**config.mk**
```make
export PLATFORM = sky130hd
export DESIGN_NAME = write_back_stage
export DESIGN_NICKNAME = d
export VERILOG_FILES = /design/src/rtl/risc_pkg.sv /design/src/rtl/wb_timeout_counter.sv /design/src/rtl/write_back_stage.sv
export SDC_FILE = /design/constraint.sdc
export NUM_CORES = 1
export LEC_CHECK = 0
export ABC_AREA = 1
export CAP_MARGIN = 20
export CORE_MARGIN = 5
export CORE_UTILIZATION = 30
export DETAILED_ROUTE_END_ITERATION = 8
export GPL_TIMING_DRIVEN = 0
export PLACE_DENSITY = 0.57
export SYNTH_ARGS = -nofsm -noshare
export SYNTH_HDL_FRONTEND = slang
export SYNTH_SLANG_ARGS = --single-unit
```
**constraint.sdc**
```tcl
create_clock -name clk -period 2.25 [get_ports clk]
set_input_delay 0.45 -clock clk [delete_from_list [all_inputs] [get_ports clk]]
set_output_delay 0.45 -clock clk [all_outputs]
set_load 0.02 [all_outputs]
```
**src/rtl/risc_pkg.sv**
```systemverilog
// Shared write-back definitions: addressing-mode and opcode codes, state encoding
// and the destination decode used by the write-back stage.
package risc_pkg;

    localparam logic [1:0] MODE_REG  = 2'b00;
    localparam logic [1:0] MODE_MEM  = 2'b01;
    localparam logic [1:0] MODE_IMM  = 2'b10;
    localparam logic [1:0] MODE_NONE = 2'b11;
    localparam logic [5:0] OPC_NOP   = 6'h00;

    typedef enum logic [1:0] {
        WB_IDLE   = 2'd0,
        WB_REG_WR = 2'd1,
        WB_MEM_WR = 2'd2
    } wb_state_t;

    typedef enum logic [1:0] {
        DEST_NONE = 2'd0,
        DEST_REG  = 2'd1,
        DEST_MEM  = 2'd2
    } wb_dest_t;

    // A NOP opcode suppresses the write whatever the mode field says.
    function automatic wb_dest_t wb_decode_dest(input logic [5:0] opcode,
                                                input logic [1:0] mode);
        if (opcode == OPC_NOP || mode == MODE_NONE) return DEST_NONE;
        if (mode == MODE_REG || mode == MODE_IMM) return DEST_REG;
        return DEST_MEM;
    endfunction

endpackage

```
**src/rtl/wb_timeout_counter.sv**
```systemverilog
// Wait-cycle counter for a pending memory write; expired flags the enabled cycle
// in which the count reaches limit.
module wb_timeout_counter #(
    parameter int CNT_W = 4
) (
    input  logic             clk,
    input  logic             rst,
    input  logic             clear,
    input  logic             enable,
    input  logic [CNT_W-1:0] limit,
    output logic             expired
);

    logic [CNT_W-1:0] count;

    always_ff @(posedge clk) begin
        if (rst || clear) begin
            count <= '0;
        end else if (enable) begin
            count <= count + 1'b1;
        end
    end

    assign expired = enable && !clear && ((count + 1'b1) == limit);

endmodule

```
**src/rtl/write_back_stage.sv**
```systemverilog
// Write-back stage: commits executed results to the register file or data memory.
// Define WB_FORWARD_EN to drive the fwd_* bypass ports from the register-write strobe.
module write_back_stage
    import risc_pkg::*;
#(
    parameter int DATA_W      = 16,
    parameter int MEM_TIMEOUT = 15
) (
    input  logic              clk,
    input  logic              rst,
    input  logic              in_valid,
    output logic              in_ready,
    input  logic [5:0]        in_opcode,
    input  logic [1:0]        in_mode,
    input  logic [3:0]        in_reg_id,
    input  logic [11:0]       in_addr,
    input  logic [DATA_W-1:0] in_result,
    output logic              wr_en_reg,
    output logic [3:0]        reg_id,
    output logic [DATA_W-1:0] reg_wr_data,
    output logic              wr_en_mem,
    output logic [15:0]       mem_addr,
    output logic [DATA_W-1:0] mem_wr_data,
    input  logic              mem_wr_ack,
    output logic [15:0]       retire_count,
    output logic              err_timeout,
    output logic              fwd_valid,
    output logic [3:0]        fwd_reg_id,
    output logic [DATA_W-1:0] fwd_data
);

    localparam int              TMO_W     = $clog2(MEM_TIMEOUT + 1);
    localparam logic [TMO_W-1:0] TMO_LIMIT = TMO_W'(MEM_TIMEOUT);

    wb_state_t  state;
    wb_dest_t   in_dest;
    logic       accept;
    logic       mem_done;
    logic       mem_expired;
    logic       tmo_clear;
    logic       tmo_enable;
    logic [1:0] retire_inc;

    assign in_ready   = (state != WB_MEM_WR) || mem_wr_ack;
    assign accept     = in_valid && in_ready;
    assign in_dest    = wb_decode_dest(in_opcode, in_mode);
    assign mem_done   = (state == WB_MEM_WR) && mem_wr_ack;
    assign tmo_clear  = (state != WB_MEM_WR) || mem_wr_ack;
    assign tmo_enable = (state == WB_MEM_WR) && !mem_wr_ack;

    // A memory completion and a register/no-write accept may both retire in one cycle.
    always_comb begin
        retire_inc = {1'b0, mem_done} + {1'b0, accept && (in_dest != DEST_MEM)};
    end

    wb_timeout_counter #(
        .CNT_W (TMO_W)
    ) u_mem_timeout (
        .clk     (clk),
        .rst     (rst),
        .clear   (tmo_clear),
        .enable  (tmo_enable),
        .limit   (TMO_LIMIT),
        .expired (mem_expired)
    );

    always_ff @(posedge clk) begin
        if (rst) begin
            state        <= WB_IDLE;
            wr_en_reg    <= 1'b0;
            reg_id       <= '0;
            reg_wr_data  <= '0;
            wr_en_mem    <= 1'b0;
            mem_addr     <= '0;
            mem_wr_data  <= '0;
            retire_count <= '0;
            err_timeout  <= 1'b0;
        end else begin
            wr_en_reg    <= 1'b0;
            err_timeout  <= mem_expired;
            retire_count <= retire_count + 16'(retire_inc);
            if (mem_done || mem_expired) begin
                wr_en_mem <= 1'b0;
            end
            if (accept) begin
                case (in_dest)
                    DEST_REG: begin
                        state       <= WB_REG_WR;
                        wr_en_reg   <= 1'b1;
                        reg_id      <= in_reg_id;
                        reg_wr_data <= in_result;
                    end
                    DEST_MEM: begin
                        state       <= WB_MEM_WR;
                        wr_en_mem   <= 1'b1;
                        mem_addr    <= {4'b0000, in_addr};
                        mem_wr_data <= in_result;
                    end
                    default: state <= WB_IDLE;
                endcase
            end else if (state != WB_MEM_WR || mem_done || mem_expired) begin
                state <= WB_IDLE;
            end
        end
    end

`ifdef WB_FORWARD_EN
    assign fwd_valid  = wr_en_reg;
    assign fwd_reg_id = reg_id;
    assign fwd_data   = reg_wr_data;
`else
    assign fwd_valid  = 1'b0;
    assign fwd_reg_id = '0;
    assign fwd_data   = '0;
`endif

endmodule

```
# Word-level counts from Yosys, hierarchy flattened
# Cells that the tools add are included.
dict set report totals {
  ff_bits 73
  input_bits 44
  output_inout_bits 93
  elab_cells 57
}
dict set report op_classes {
  n_addsub 3
  eq_ne 8
  n_mux 14
  bitwise_logic 1
  reduce_logical 21
}
# cell count
set ops {}
lappend ops {{adder 16 x 2 -> 16 bit} 1}
lappend ops {{two-way mux 2 bit} 6}
lappend ops {{== test 2 bit, second input constant} 4}
lappend ops {{logical OR 1 bit} 7}
lappend ops {{two-way mux 1 bit} 7}
lappend ops {{logical AND 1 bit} 6}
lappend ops {{logical NOT 6 bit} 1}
lappend ops {{adder 4 x 1 -> 4 bit, second input constant} 1}
lappend ops {{== test 4 bit, second input constant} 1}
lappend ops {{inequality test 2 bit, second input constant} 2}
lappend ops {{case mux 2 bit (2 select lines)} 1}
lappend ops {{AND reduction 2 bit} 2}
lappend ops {{adder 1 x 1 -> 2 bit} 1}
lappend ops {{== test 2 x 1 -> 1 bit, second input constant} 1}
lappend ops {{logical NOT 1 bit} 2}
lappend ops {{logical NOT 2 bit} 1}
lappend ops {{nonzero test 2 bit} 1}
lappend ops {{OR reduction 2 bit} 1}
lappend ops {{NOT 1 bit} 1}

# Longest topological paths before layout
# Gate-level depths: netlist of run 1.
dict set report depth {
  word_depth 10
  ltp_mapped 13
  ltp_nobuf 13
}

# By module
# Synthesis of run 1 repeated with hierarchy kept, for this count alone.
dict set report unflattened {
  hier_cells 558
  hier_area_um2 3762.4
}
# module n_inst cells_per_inst area_per_inst_um2
set modules_own_cells {}
lappend modules_own_cells {write_back_stage 1 505 3458.3}
lappend modules_own_cells {wb_timeout_counter 1 53 304.0}

# Worst setup path before layout of run 1
# No wires, ideal clock.
dict set report synth_path {
  path_type {in2reg}
  startpoint {input port in_opcode[3]}
  endpoint {register retire_count[14]}
  t_arrival_ns 2.107
  t_required_ns 2.137
  path_slack_ns 0.030
  path_stages 13
  cell_sequence {nor2_1 -> nand3_2 -> clkbuf_1 -> a21oi_1 -> fa_1 -> ha_1 -> nand2_1 -> nor2_1 -> nand3_1 -> nor2_1 -> nand2_1 -> nand2_1 -> nor2_1}
}
dict set report synth_via {
  elab_chain_len 8
}
# item line
set synth_lines {}
lappend synth_lines {{from (decl)} write_back_stage.sv:13} ;# input logic [5:0] in_opcode,
lappend synth_lines {{logical NOT 6 bit} risc_pkg.sv:26} ;# if (opcode == OPC_NOP || mode == MODE_NONE) return DEST_NONE;
lappend synth_lines {{logical OR 1 bit} risc_pkg.sv:26}
lappend synth_lines {{two-way mux 1 bit} risc_pkg.sv:26}
lappend synth_lines {{two-way mux 2 bit} risc_pkg.sv:27} ;# if (mode == MODE_REG || mode == MODE_IMM) return DEST_REG;
lappend synth_lines {{inequality test 2 bit} write_back_stage.sv:53} ;# retire_inc = {1'b0, mem_done} + {1'b0, accept && (in_dest != DEST_MEM)};
lappend synth_lines {{logical AND 1 bit} write_back_stage.sv:53}
lappend synth_lines {{adder 1 x 1 -> 2 bit} write_back_stage.sv:53}
lappend synth_lines {{adder 16 x 2 -> 16 bit} write_back_stage.sv:81} ;# retire_count <= retire_count + 16'(retire_inc);
lappend synth_lines {{to (signal assigned)} write_back_stage.sv:81}
lappend synth_lines {{to (decl)} write_back_stage.sv:25} ;# output logic [15:0] retire_count,
# Every way passes these cells.
# A chain may end at the register's enable or synchronous reset.

# Worst setup path in the final report of run 1
dict set report layout_path {
  startpoint {input port in_mode[0]}
  endpoint {register retire_count[8]}
}
dict set report layout_via {
  elab_chain_len 10
}
# item line
set layout_lines {}
lappend layout_lines {{from (decl)} write_back_stage.sv:14} ;# input logic [1:0] in_mode,
lappend layout_lines {{== test 2 bit or logical NOT 2 bit (tied branches)} risc_pkg.sv:27}
lappend layout_lines {{logical OR 1 bit} risc_pkg.sv:27}
lappend layout_lines {{two-way mux 1 bit (2 in a row)} risc_pkg.sv:27}
lappend layout_lines {{two-way mux 2 bit} risc_pkg.sv:28} ;# return DEST_MEM;
lappend layout_lines {{two-way mux 2 bit *} risc_pkg.sv:27}
lappend layout_lines {{inequality test 2 bit *} write_back_stage.sv:53}
lappend layout_lines {{logical AND 1 bit *} write_back_stage.sv:53}
lappend layout_lines {{adder 1 x 1 -> 2 bit *} write_back_stage.sv:53}
lappend layout_lines {{adder 16 x 2 -> 16 bit *} write_back_stage.sv:81}
# Mark *: on every way between the ends. The rest lies on a longest branch, timed or not. The select of a mux whose other input is x is not followed.

==> impl_metrics.yaml, run 1 <==
synthesis:
  synth-seq-cells: 73
  synth_fa_ha_area_frac: 0.0168
  syn_area_mm2: 0.00342
  synthArstFlopShare: 0
  synth.yosys.seq_area_share: 0.428
  synth_edf_count: 0
  ys_warn_count: 0
  synthCells: 483
  synth_compound_area_frac: 0.0249
  synth_top_family_by_area: "simple AND/OR/NAND/NOR gates"
  synthXorXnorAreaFrac: 0.0128
  synth.avg_cell_area_um2: 7.07
  ys.flop_type: "dfxtp_1"
  synth_mux_area_frac: 0
  synth.distinct_cells: 27
  synthSimpleGateAreaFrac: 0.356
floorplan:
  dieArea_mm2: 0.0136
  initial_core_util: 0.303
  core_mm2: 0.0113
  rows: 39
  ios: 137
  die_y_um: 117
  die_w_um: 117
global_route:
  grt_max_degree: 15
  grt_pass1_vias: 3181
  grt.total_usage: 0.145
  antenna_found_initial: 0
  grt_pass1_wl_um: 15600
  grt-ovfl-total: 0
cts:
  cts.sinks: 73
  htreeDepth: 3
  cts_buffer_depth: 2
  path_clk_slew_ps: 60
  clockRootBuffer: "clkbuf_16"
  numCtsBuffers: 9
  cts_tree: "built"
  clk_latency_ps: 320
critical_path:
  r2r-start: "state[0]"
  cp-startpoint: "in_mode[0]"
  required_ps: 2450
  slowest_delay_ps: 490
  rrSetupSlack_ps: 420
  slowest_stage: "clkdlybuf4s50_1"
  ff2ff_path_depth: 13
  crit_type: "primary input to register"
  start_kind: "primary input"
  r2r-end: "retire_count[14]"
  critPathMaxFanout: 10
  path_cells: "clkdlybuf4s50_1, inv_2, nor2_4, clkbuf_8, a21oi_4, fa_2, ha_2, nand2_1, nor2_2, buf_4, a21oi_1, a211oi_1"
  end_kind: "register"
  arrival_ps: 2390
sta:
  final.period_utilization: 0.971
  setup_ws_ps: 65.2
  final-hold-violation-count: 0
  fin_setup_tns_ps: 0
  max_slew.worst_pin.slew_ps: 503
  skew_ps: 6.93
  fmax_mhz: 458
  maxSlewViolCount: 0
  min_period_ps: 2180
  setup-violations-final: 0
  max-slew-margin-rel: 0.665
layout:
  nFillCells: 1150
  fin_nets: 680
  reg_top3: "mem_wr_data (16), reg_wr_data (16), retire_count (16)"
  final_core_util: 0.463
  design_area_mm2: 0.00522
  drive_gt1_frac: 0.118
  syn2layout_area_growth_pct: 52.8
  diodes: 0
placement:
  placed_area_mm2: 0.00480
  place.gp.congestion: 0.836
  dp_hpwl_um: 7750
  place_ws_ps: -774
  port_buffers: 111
power:
  power.total_uw: 3580
  vdd_drop_max_mv: 0.301
  power_density_mw_per_mm2: 687
  leakage_uw: 0.00226
job:
  maxCapViolCount: 0
drt:
  wl_per_cell_um: 12.8
  drt_iter0_markers: 163
  post_drt_via_cell_ratio: 4.35
  firstDrtPassIters: 4
  totalWireLength_um: 9990
  vias: 3393
  drc: 0
  antenna_left: 0
run_status:
  outcome: "complete, no violations"
hold_path:
  worstHoldPathType: "register to register"
  min_to: "u_mem_timeout.count[0]"
  min_path_cells: 1
  hp-start: "u_mem_timeout.count[0]"
-- per-stage QoR --
stage          cells  hold slack [ps]
4_1_cts          779              471
2_1_floorplan    507              430
3_5_place_dp     761              456
6_report         780              467
5_1_grt          780              501
3_3_place_gp     761              443
-- cell usage in the layout (no fill, tap or decap), types with 2 or more instances in the layout --
cell type and n:
nand3_4 2, nor2_2 4, buf_4 30, o21ai_0 6
nand3_1 10, xnor2_1 4, buf_6 5, conb_1 25
buf_2 9, nand4_1 50, dfxtp_1 73, nand2_1 77
bufinv_16 3, nor2_1 127, inv_2 3, nor3_1 3
ha_1 2, clkbuf_1 11, inv_1 52, clkdlybuf4s50_1 111
a21oi_1 7, clkbuf_16 9
-- power breakdown --
part	switching, uW	internal [uW]
Sequential	36.3	1350
Clock	534	1080
Combinational	306	273
Total	876	2710
-- critical path, delay by kind of cell --
kind | cells | cell delay (ps)
compound gates | 3 | 260
fa+ha+maj | 2 | 570
buf+inv | 4 | 870
simple gates | 3 | 250
-- synthesized netlist by cell type (all sizes together) (3+ instances only) --
library cell / n / area share
inv: 55 / 0.060
nand3: 13 / 0.024
nand4: 50 / 0.092
dfxtp: 73 / 0.43
o21ai: 6 / 0.0088
ha: 3 / 0.011
nand2: 78 / 0.088
xnor2: 4 / 0.010
clkbuf: 11 / 0.012
a21oi: 8 / 0.012
nor3: 3 / 0.0044
buf: 41 / 0.088
nor2: 132 / 0.15
-- cell families (layout without fill, tap and decap cells) --
family | count (synthesis) | count (layout)
DFF | 73 | 73
AOI/OAI and AO/OA | 16 | 16
adders and majority gates | 4 | 4
and+or+nand+nor | 277 | 277
xor gates and xnor gates | 5 | 5
buffers and inverters | 107 | 237
other | 1 | 25
-- worst max-delay path by stage --
| stage | to | slack (ps) | cells after the start |
|---|---|---|---|
| final | retire_count[8] | 70 | 12 |
| after global routing | retire_count[14] | -2 | 14 |
| after floorplan | retire_count[14] | 30 | 13 |
| after detailed placement | retire_count[14] | -770 | 14 |
| after global placement | retire_count[10] | -760 | 12 |
| after CTS | retire_count[14] | 8 | 14 |
-- layout make-up --
| cell class | count | area [um2] | area share |
|---|---|---|---|
| inverters | 55 | 206 | 0.0395 |
| flip-flops and latches | 73 | 1460 | 0.280 |
| clock buffers | 11 | 233 | 0.0446 |
| plain buffers | 51 | 348 | 0.0666 |
| repair buffers | 115 | 1140 | 0.219 |
| well taps | 143 | 179 | 0.0343 |
| clock inverters | 5 | 104 | 0.0199 |
| multi-input cells | 327 | 1550 | 0.296 |
-- per-layer routing --
metal / share of wire / GRT usage
met5: 0 / 0
met4: 0.0085 / 0.0413
met3: 0.064 / 0.0383
met2: 0.49 / 0.241
met1: 0.43 / 0.185
-- what timing repair did --
| item | CTS | global route |
|---|---|---|
| endpoints found under the hold margin | 0 | 0 |
| hold buffers | 0 | 0 |
| gates resized for setup | 9 | 5 |
| endpoints found under the setup margin | 14 | 6 |
| pin swaps | 4 | 3 |
| buffers inserted | 3 | 1 |
Power figures use the tool's default switching activity.
==> run 2, diff against run 1 <==
--- a/config.mk
+++ b/config.mk
@@ -9,9 +9,11 @@
 export CAP_MARGIN = 20
 export CORE_MARGIN = 5
 export CORE_UTILIZATION = 30
+export CTS_BUF_LIST = sky130_fd_sc_hd__clkbuf_16
 export DETAILED_ROUTE_END_ITERATION = 8
 export GPL_TIMING_DRIVEN = 0
 export PLACE_DENSITY = 0.57
+export SETUP_SLACK_MARGIN = 0.05
 export SYNTH_ARGS = -nofsm -noshare
 export SYNTH_HDL_FRONTEND = slang
 export SYNTH_SLANG_ARGS = --single-unit
==> run 2 against run 1 <==
Against the previous run: clock power is 6% lower; setup slack better by 79 ps; fmax is 3.8% higher; clock-buffer cell count is 2 lower; cell count is 0.26% higher; first-iteration DRC count is 12% lower; register-to-register slack hardly changed; clock skew is 4.5 ps higher; highest routed layer unchanged.
==> impl_metrics.yaml, run 2 (synthesis results as in run 1) <==
global_route:
  grt-ovfl-total: 0
  grt_max_degree: 15
  grt_pass1_wl_um: 15600
  antenna_found_initial: 0
  grt.total_usage: 0.144
  grt_pass1_vias: 3288
layout:
  final_cell_mix: "125 x nor2_1, 110 x clkdlybuf4s50_1, 77 x nand2_1"
  diodes: 0
  reg_top3: "mem_wr_data (16), reg_wr_data (16), retire_count (16)"
  final_cells: 782
  syn2layout_area_growth_pct: 52.7
  fin_nets: 682
  final_common_cell: "nor2_1"
  drive_gt1_frac: 0.127
cts:
  ctsHoldBuffers: 0
  cts.sinks: 73
  cts_tree: "built"
  numCtsBuffers: 9
  cts_buffer_depth: 2
  path_clk_slew_ps: 60
  clockRootBuffer: "clkbuf_16"
  clk_latency_ps: 330
  htreeDepth: 3
sta:
  skew_ps: 11.4
  setup-violations-final: 0
  fin_setup_tns_ps: 0
  final-hold-violation-count: 0
  rsz0062_at_grt: "yes"
  fmax_mhz: 475
  maxSlewViolCount: 0
  final.period_utilization: 0.936
  holdWs_ps: 474
  min_period_ps: 2110
placement:
  port_buffers: 111
  dp_cells: 761
  place.gp.congestion: 0.763
  dp_hpwl_um: 7500
hold_path:
  worstHoldPathType: "register to register"
  min_path_cells: 1
  min_to: "u_mem_timeout.count[0]"
  hp-start: "u_mem_timeout.count[0]"
job:
  maxCapViolCount: 0
critical_path:
  slowest_delay_ps: 470
  r2r-end: "retire_count[8]"
  slowest_stage: "clkdlybuf4s50_1"
  end_kind: "register"
  critPathMaxFanout: 4
  arrival_ps: 2310
  crit_type: "primary input to register"
  path_cells: "clkdlybuf4s50_1, inv_2, nor2_4, clkbuf_8, a21oi_2, fa_2, ha_2, nand2_1, nor2_2, buf_4, a21oi_1, a211oi_2"
  start_kind: "primary input"
  r2r-start: "state[0]"
  crit_family: "buffers and inverters"
  path_buf_inv: 4
  rrSetupSlack_ps: 420
  ff2ff_path_depth: 11
  required_ps: 2460
drt:
  vias: 3406
  totalWireLength_um: 9690
  wl_per_cell_um: 12.4
  post_drt_via_cell_ratio: 4.36
  drc: 0
  firstDrtPassIters: 4
  drt_iter0_markers: 144
  antenna_left: 0
floorplan:
  core_mm2: 0.0113
  ios: 137
  die_w_um: 117
  die_y_um: 117
  dieArea_mm2: 0.0136
  initial_core_util: 0.303
  rows: 39
power:
  power_density_mw_per_mm2: 668
  leakage_uw: 0.00226
  pwr-share-seq: 0.397
  p_comb_frac: 0.165
  power_switching_uw: 892
  p_int_uw: 2600
  vdd_drop_max_mv: 0.281
  sw_frac_of_total: 0.256
  pwr-share-clk: 0.437
run_status:
  outcome: "complete, no violations"
run 2: power by group through the flow:
stage | logic [uW] | registers (uW) | clock network [uW]
after global placement | 562 | 1410 | 0
after floorplan | 255 | 1480 | 0
after detailed placement | 568 | 1410 | 0
after CTS | 577 | 1390 | 1570
final | 577 | 1390 | 1530
after global routing | 636 | 1390 | 1630
run 2: how the worst max path moves through the flow:
stage | from | to | depth (start not counted)
3_3_place_gp | in_mode[0] | retire_count[10] | 12
5_1_grt | in_mode[0] | retire_count[14] | 14
6_report | in_mode[0] | retire_count[8] | 12
3_5_place_dp | in_opcode[3] | retire_count[10] | 12
4_1_cts | mem_wr_ack | retire_count[14] | 14
2_1_floorplan | in_opcode[3] | retire_count[14] | 13
run 2: what timing repair did:
| action | CTS | global route |
|---|---|---|
| buffers inserted | 4 | 2 |
| resized for setup | 10 | 7 |
| pin swaps | 3 | 5 |
| endpoints found under the setup margin | 15 | 11 |
run 2: final cells by class:
class / instances / area [um2]
Timing Repair Buffer: 117 / 1160
Clock inverter: 7 / 93.8
Multi-Input combinational cell: 327 / 1550
Inverter: 55 / 206
Sequential cell: 73 / 1460
Clock buffer: 9 / 225
Fill cell: 1129 / 6050
Tap cell: 143 / 179
Buffer: 51 / 348
run 2: layer usage:
metal	global-route usage	routed length, um
met3	0.0399	567
met2	0.243	4720
met1	0.180	4270
met5	0	0
met4	0.0428	124
run 2: stage by stage:
step,cell area [um2],power (uW),utilization,setup slack [ps]
after floorplan,3510,1730,-,73.5
after global placement,4800,1970,0.426,-721
after detailed placement,4800,1980,0.426,-776
final,5220,3490,0.463,144
after CTS,5180,3530,0.460,54.2
after global routing,5220,3660,0.463,10.7
==> run 3, diff against run 2 <==
--- a/config.mk
+++ b/config.mk
@@ -5,14 +5,13 @@
 export SDC_FILE = /design/constraint.sdc
 export NUM_CORES = 1
 export LEC_CHECK = 0
-export ABC_AREA = 1
-export CAP_MARGIN = 20
+export CAP_MARGIN = 30
 export CORE_MARGIN = 5
 export CORE_UTILIZATION = 30
 export CTS_BUF_LIST = sky130_fd_sc_hd__clkbuf_16
 export DETAILED_ROUTE_END_ITERATION = 8
 export GPL_TIMING_DRIVEN = 0
-export PLACE_DENSITY = 0.57
+export PLACE_DENSITY = 0.58
 export SETUP_SLACK_MARGIN = 0.05
 export SYNTH_ARGS = -nofsm -noshare
 export SYNTH_HDL_FRONTEND = slang
==> run 3 against run 2 <==
Against the previous run: the flow now finishes with violations (setup timing); wire length down 11%; clock power fell by 8%; total power shrank 7.2%; setup slack worse by 260 ps; clock-buffer cell count unchanged; area after synthesis fell by 3.3%; clock skew shrank 4.6 ps; register-to-register slack got worse by 260 ps; largest cell class unchanged.
==> impl_metrics.yaml, run 3 <==
sta:
  setup_ws_ps: -119
  fin_setup_tns_ps: -248
  fmax_mhz: 422
  skew_ps: 6.83
  maxSlewViolCount: 0
  max_slew.worst_pin.slew_ps: 626
  final-hold-violation-count: 0
  rsz0062_at_grt: "yes"
  final.period_utilization: 1.05
  setup-violations-final: 5
  max-slew-margin-rel: 0.579
  min_period_ps: 2370
layout:
  diodes: 0
  final_common_cell: "clkdlybuf4s50_1"
  final_cell_mix: "103 x clkdlybuf4s50_1, 83 x nand2b_1, 73 x dfxtp_1"
  reg_top3: "mem_wr_data (16), reg_wr_data (16), retire_count (16)"
  fin_nets: 533
  design_area_mm2: 0.00514
  drive_gt1_frac: 0.157
  syn2layout_area_growth_pct: 55.4
synthesis:
  synthTopCellsByArea: "dfxtp_1 44%, nand2b_1 16%, mux2i_1 15%"
  yosysTopAreaCell: "dfxtp_1"
  synth_top_area_share: 0.442
  synthCells: 331
  synth.yosys.seq_area_share: 0.442
  ys_warn_count: 0
  yosysMostFrequentCell: "nand2b_1"
  synthArstFlopShare: 0
  synth-seq-cells: 73
  synth.avg_cell_area_um2: 9.99
  synth_edf_count: 0
  synth_common_cells: "83 x nand2b_1, 73 x dfxtp_1, 48 x mux2i_1"
  syn_area_mm2: 0.00331
  synth.distinct_cells: 35
  ys.flop_type: "dfxtp_1"
critical_path:
  slowest_delay_ps: 530
  crit_type: "primary input to register"
  end_kind: "register"
  path_cells: "buf_6, or4_4, nor3_4, nor2_2, nor2_2, fa_2, ha_4, and4_4, nor4bb_4, xnor2_1, nor2_1"
  worst_path_most_repeated_cell: "nor2_2"
  slowest_stage: "or4_4"
  required_ps: 2440
  start_kind: "primary input"
  critPathMaxFanout: 3
  arrival_ps: 2560
drt:
  post_drt_via_cell_ratio: 4.24
  drc: 0
  wl_per_cell_um: 13.7
  drt_iter0_markers: 86
  firstDrtPassIters: 4
  antenna_left: 0
  totalWireLength_um: 8640
  vias: 2669
cts:
  ctsHoldBuffers: 0
  path_clk_slew_ps: 60
  numCtsBuffers: 9
  clockRootBuffer: "clkbuf_16"
  cts.sinks: 73
  clk_latency_ps: 320
  htreeDepth: 3
  cts_tree: "built"
  cts_buffer_depth: 2
power:
  leakage_uw: 0.00211
  power_density_mw_per_mm2: 630
  vdd_drop_max_mv: 0.439
job:
  maxCapViolCount: 0
floorplan:
  die_y_um: 115
  dieArea_mm2: 0.0132
  ios: 137
  rows: 38
  initial_core_util: 0.305
  die_w_um: 115
  core_mm2: 0.0108
placement:
  place_ws_ps: -949
  placed_area_mm2: 0.00472
  port_buffers: 110
  place.gp.congestion: 0.745
  dp_hpwl_um: 6500
global_route:
  grt_max_degree: 14
  grt-ovfl-total: 0
  antenna_found_initial: 0
  grt_pass1_vias: 2814
  grt.total_usage: 0.133
  grt_pass1_wl_um: 14000
run_status:
  outcome: "complete, but fails checks"
  violations: "setup timing"
hold_path:
  worstHoldPathType: "primary input to register"
run 3: cell types whose count changed in the layout (fill, tap and decap cells not counted), moves of 5 or more:
cell	before	now
inv_1	52	5
clkdlybuf4s50_1	110	103
nand2b_1	0	83
buf_2	9	4
a21oi_1	7	0
nand2_1	77	2
xor2_1	1	6
mux2i_1	0	48
nand4_1	50	3
nor2_1	125	17
nor2b_1	0	5
run 3: kinds of logic (layout without fill, tap and decap cells):
kind of cell    after synthesis  in the layout  share of synthesized area
xor+xnor                     13             13                     0.0344
flops                        73             73                      0.442
compound gates                4              4                    0.00757
buf+inv                      45            180                     0.0924
simple gates                141            141                      0.253
other cells                   1             25                    0.00113
mux                          50             50                      0.152
fa+ha+maj                     4              4                     0.0174
run 3: area by class of cell:
| cell class | instances | area, um2 |
|---|---|---|
| repair buffers | 119 | 1170 |
| fillers | 1064 | 5700 |
| flip-flops and latches | 73 | 1460 |
| inverters | 4 | 15.0 |
| plain buffers | 41 | 290 |
| multi-input cells | 237 | 1730 |
| well taps | 140 | 175 |
| clock buffers | 9 | 225 |
| clock inverters | 7 | 71.3 |
run 3: power breakdown:
part / switching, uW / internal [uW] / leakage [uW]
clock: 547 / 858 / 0.000143
sequential: 28.9 / 1340 / 0.000593
combinational: 218 / 247 / 0.00137
run 3: worst max-delay path: cells and delay by family:
kind	cells	cell delay [ps]
buffers and inverters	1	90
XOR/XNOR	1	150
AND/OR/NAND/NOR	7	1400
adder cells (fa/ha/maj)	2	470
run 3: final timing paths:
path / slack [ps] / end / startpoint / cells past startpoint
min reg2reg: 470 / u_mem_timeout.count[0] / u_mem_timeout.count[0] / 1
min: 410 / state[0] / in_mode[0] / 2
max: -120 / retire_count[14] / in_opcode[4] / 11
max reg2reg: 160 / retire_count[6] / state[1] / 11
run 3: stage by stage:
step                      cells  hold slack, ps  total power [uW]  utilization
after global routing        630             422              3390        0.474
after global placement      605             445              1850        0.436
after CTS                   629             469              3280        0.472
after detailed placement    605             456              1850        0.436
after floorplan             355             430              1650            -
final                       630             407              3240        0.474
run 3: repair_timing:
| item | in CTS | in global routing |
|---|---|---|
| pin swaps | 15 | 7 |
| setup buffers | 8 | 1 |
| setup endpoints to repair | 17 | 13 |
| gates resized for setup | 24 | 5 |
run 3: metal layers:
layer,vias up,GRT usage,wire length [um]
met5,-,0,0
met4,0,0.0376,80
met3,8,0.0563,889
met2,93,0.225,4190
met1,1218,0.153,3470
li1,1350,-,-
==> edit (settings of run 1) <==
Encoding of `wb_state_t`: now one-hot (3 bits for 3 states).
--- a/src/rtl/risc_pkg.sv
+++ b/src/rtl/risc_pkg.sv
@@ -8,10 +8,10 @@
     localparam logic [1:0] MODE_NONE = 2'b11;
     localparam logic [5:0] OPC_NOP   = 6'h00;
 
-    typedef enum logic [1:0] {
-        WB_IDLE   = 2'd0,
-        WB_REG_WR = 2'd1,
-        WB_MEM_WR = 2'd2
+    typedef enum logic [2:0] {
+        WB_IDLE   = 3'b001,
+        WB_REG_WR = 3'b010,
+        WB_MEM_WR = 3'b100
     } wb_state_t;
 
     typedef enum logic [1:0] {
Check against the original RTL: same outputs for any inputs over 10 cycles, from zero or initial values and one cycle with rst high; not proved beyond that.
==> edit against run 1 <==
  * Routed wire length down 8.0%
  * Sequential cell count up 1
  * Power down 2.4%
  * Cell area up 2.4%
  * Worst setup slack better by 0.042 ns
  * Core utilization up 0.31 points
  * Synthesized area up 3.1%
  * Critical path depth up 2
  * Sequential share of layout area down 0.29 points
  * Critical path type unchanged
==> edit: results (changes against run 1) <==
[placed_design]
hpwlAfterDp_mm=6.98  ; -10%
gp_congestion=0.809  ; -3.2%
place_ws_ns=-0.421  ; +0.353 ns
numPortBuffers=110  ; -0.90%

[logic_synthesis]
synth_warnings=0  ; unchanged
synthArstFlopShare_pct=0  ; unchanged
seq_area_frac_synth_pct=42.0  ; -0.74 points
synth_ff_type=dfxtp_1
ys_top_cells_by_area=dfxtp_1 (42%), nor2_1 (12%), nand2_1 (12%), inv_1 (8.1%), buf_4 (5.5%)
yosysTopAreaCellShare_pct=42.0  ; -0.74 points
synthDistinctLibCells=29  ; +7.4%
synth_common_cells=nor2_1 (114), nand2_1 (109), inv_1 (76), dfxtp_1 (74), buf_4 (26)
yosysMostFrequentCell=nor2_1

[cts]
clk_latency_ns=0.33
root_buffer=clkbuf_16
cts.htree.levels=3  ; unchanged
cts.clk_slew.worst_paths_ns=0.06  ; about the same
cts_made_buffers=9  ; unchanged
clockBufferDepth=2  ; unchanged

[global_routing]
track_usage_pct=13.5  ; -0.97 points
grt_max_degree=13  ; -2
grt_pass1_vias=3322  ; +4.4%
grt_pass1_wl_mm=15.7  ; +1.1%
antenna_found_initial=0  ; unchanged

[final_layout]
reg.largest.list=mem_wr_data: 16 flops, reg_wr_data: 16 flops, retire_count: 16 flops
drive_gt1_share_pct=16.7  ; +5.0 points
num_antenna_cells=0  ; unchanged
nets=700  ; +2.9%

[setup_path]
reg2regPathDepth=12  ; -1
slowest_delay_ns=0.48
slowest_stage=clkdlybuf4s50_1
worstReg2RegStart=state[0]
r2r-end=retire_count[14]
arrival_ns=2.39  ; about the same
r2r_slack_ns=0.37  ; -0.05 ns
cp_max_fo=6  ; -4

[routing]
via_count=3239  ; -4.5%
drtPass1Iterations=4  ; unchanged
wl_mm=9.19  ; -8.0%
first_iter_violations=148  ; -9.2%

[sta]
slew_violations=0  ; unchanged
finClkSkew_ns=0.00541  ; -0.00152 ns
worst_slew_pin_slew_ns=0.514  ; +0.0106 ns

[power_and_ir_drop]
p_leak_nw=2.48  ; +10%
peakVddDrop_uv=295  ; -2.0%

[worst_hold_path]
min_to=u_mem_timeout.count[0]
hold_start=u_mem_timeout.count[0]
min_path_cells=1  ; unchanged
holdCritPathClass=register to register

[run_status]
outcome=finished, final reports clean

-- edit: per-stage QoR --
stage | TNS [ns] | area [µm²] | instances | utilization, % | hold WS [ns]
after floorplan | 0 | 3610 | 526 | - | 0.441
final | 0 | 5350 | 800 | 46.6 | 0.477
after CTS | 0 | 5230 | 795 | 45.6 | 0.480
after global routing | -0.00567 | 5350 | 800 | 46.6 | 0.505
after detailed placement | -3.55 | 4890 | 779 | 42.7 | 0.466
after global placement | -3.00 | 4890 | 779 | 42.7 | 0.461
-- edit: worst max-delay path by stage --
stage / startpoint / endpoint / slack (ns) / cells after the start
after global routing: mem_wr_ack / retire_count[14] / -0.003 / 13
after global placement: in_opcode[3] / retire_count[10] / -0.36 / 13
after detailed placement: in_opcode[5] / retire_count[8] / -0.42 / 13
after floorplan: in_opcode[3] / retire_count[10] / 0.27 / 12
after CTS: mem_wr_ack / in_ready / 0.01 / 4
final: in_mode[0] / retire_count[14] / 0.11 / 14
-- edit: kinds of logic (layout without fill, tap and decap cells) --
group	Yosys count	in the layout	synth area share (%)
AO/OA/AOI/OAI	21	21	3.05
other	1	25	0.106
buffers and inverters	120	251	16.9
adder cells (fa/ha/maj)	4	4	1.63
flip-flops	74	74	42.0
XOR/XNOR	2	2	0.497
AND/OR/NAND/NOR	280	280	35.7
-- edit: final cells by class --
cell class                      count  area, µm²
Inverter                           78        293
Clock buffer                       11        243
Clock inverter                      5       77.6
Fill cell                        1169       6120
Tap cell                          143        179
Timing Repair Buffer              115       1160
Multi-Input combinational cell    332       1610
Buffer                             42        304
Sequential cell                    74       1480
-- edit: power breakdown --
part / leakage (nW) / switching (mW) / total [mW] / internal (mW)
logic: 1.72 / 0.296 / 0.560 / 0.264
clock network: 0.156 / 0.538 / 1.54 / 0.997
registers: 0.605 / 0.0328 / 1.40 / 1.37
total: 2.48 / 0.867 / 3.50 / 2.63
-- edit: repair_timing --
item,4_1_cts,5_1_grt
buffers inserted,0,5
pin swaps,1,14
endpoints found under the setup margin,6,11
resized for setup,3,23
-- edit: critical path: cells and delay by family --
kind	cells	cell delay, ns
AOI/OAI and AO/OA	1	0.12
adders and majority gates	2	0.57
and+or+nand+nor	7	0.53
buffers and inverters	4	0.72
-- edit: layer usage --
layer | share of wire, % | global-route usage (%) | wire length (µm) | up-vias
met4 | 1.5 | 4.82 | 142 | 0
met5 | 0 | 0 | 0 | -
met3 | 7.0 | 4.06 | 640 | 12
met2 | 46 | 21.9 | 4200 | 94
li1 | - | - | - | 1728
met1 | 46 | 17.1 | 4210 | 1405
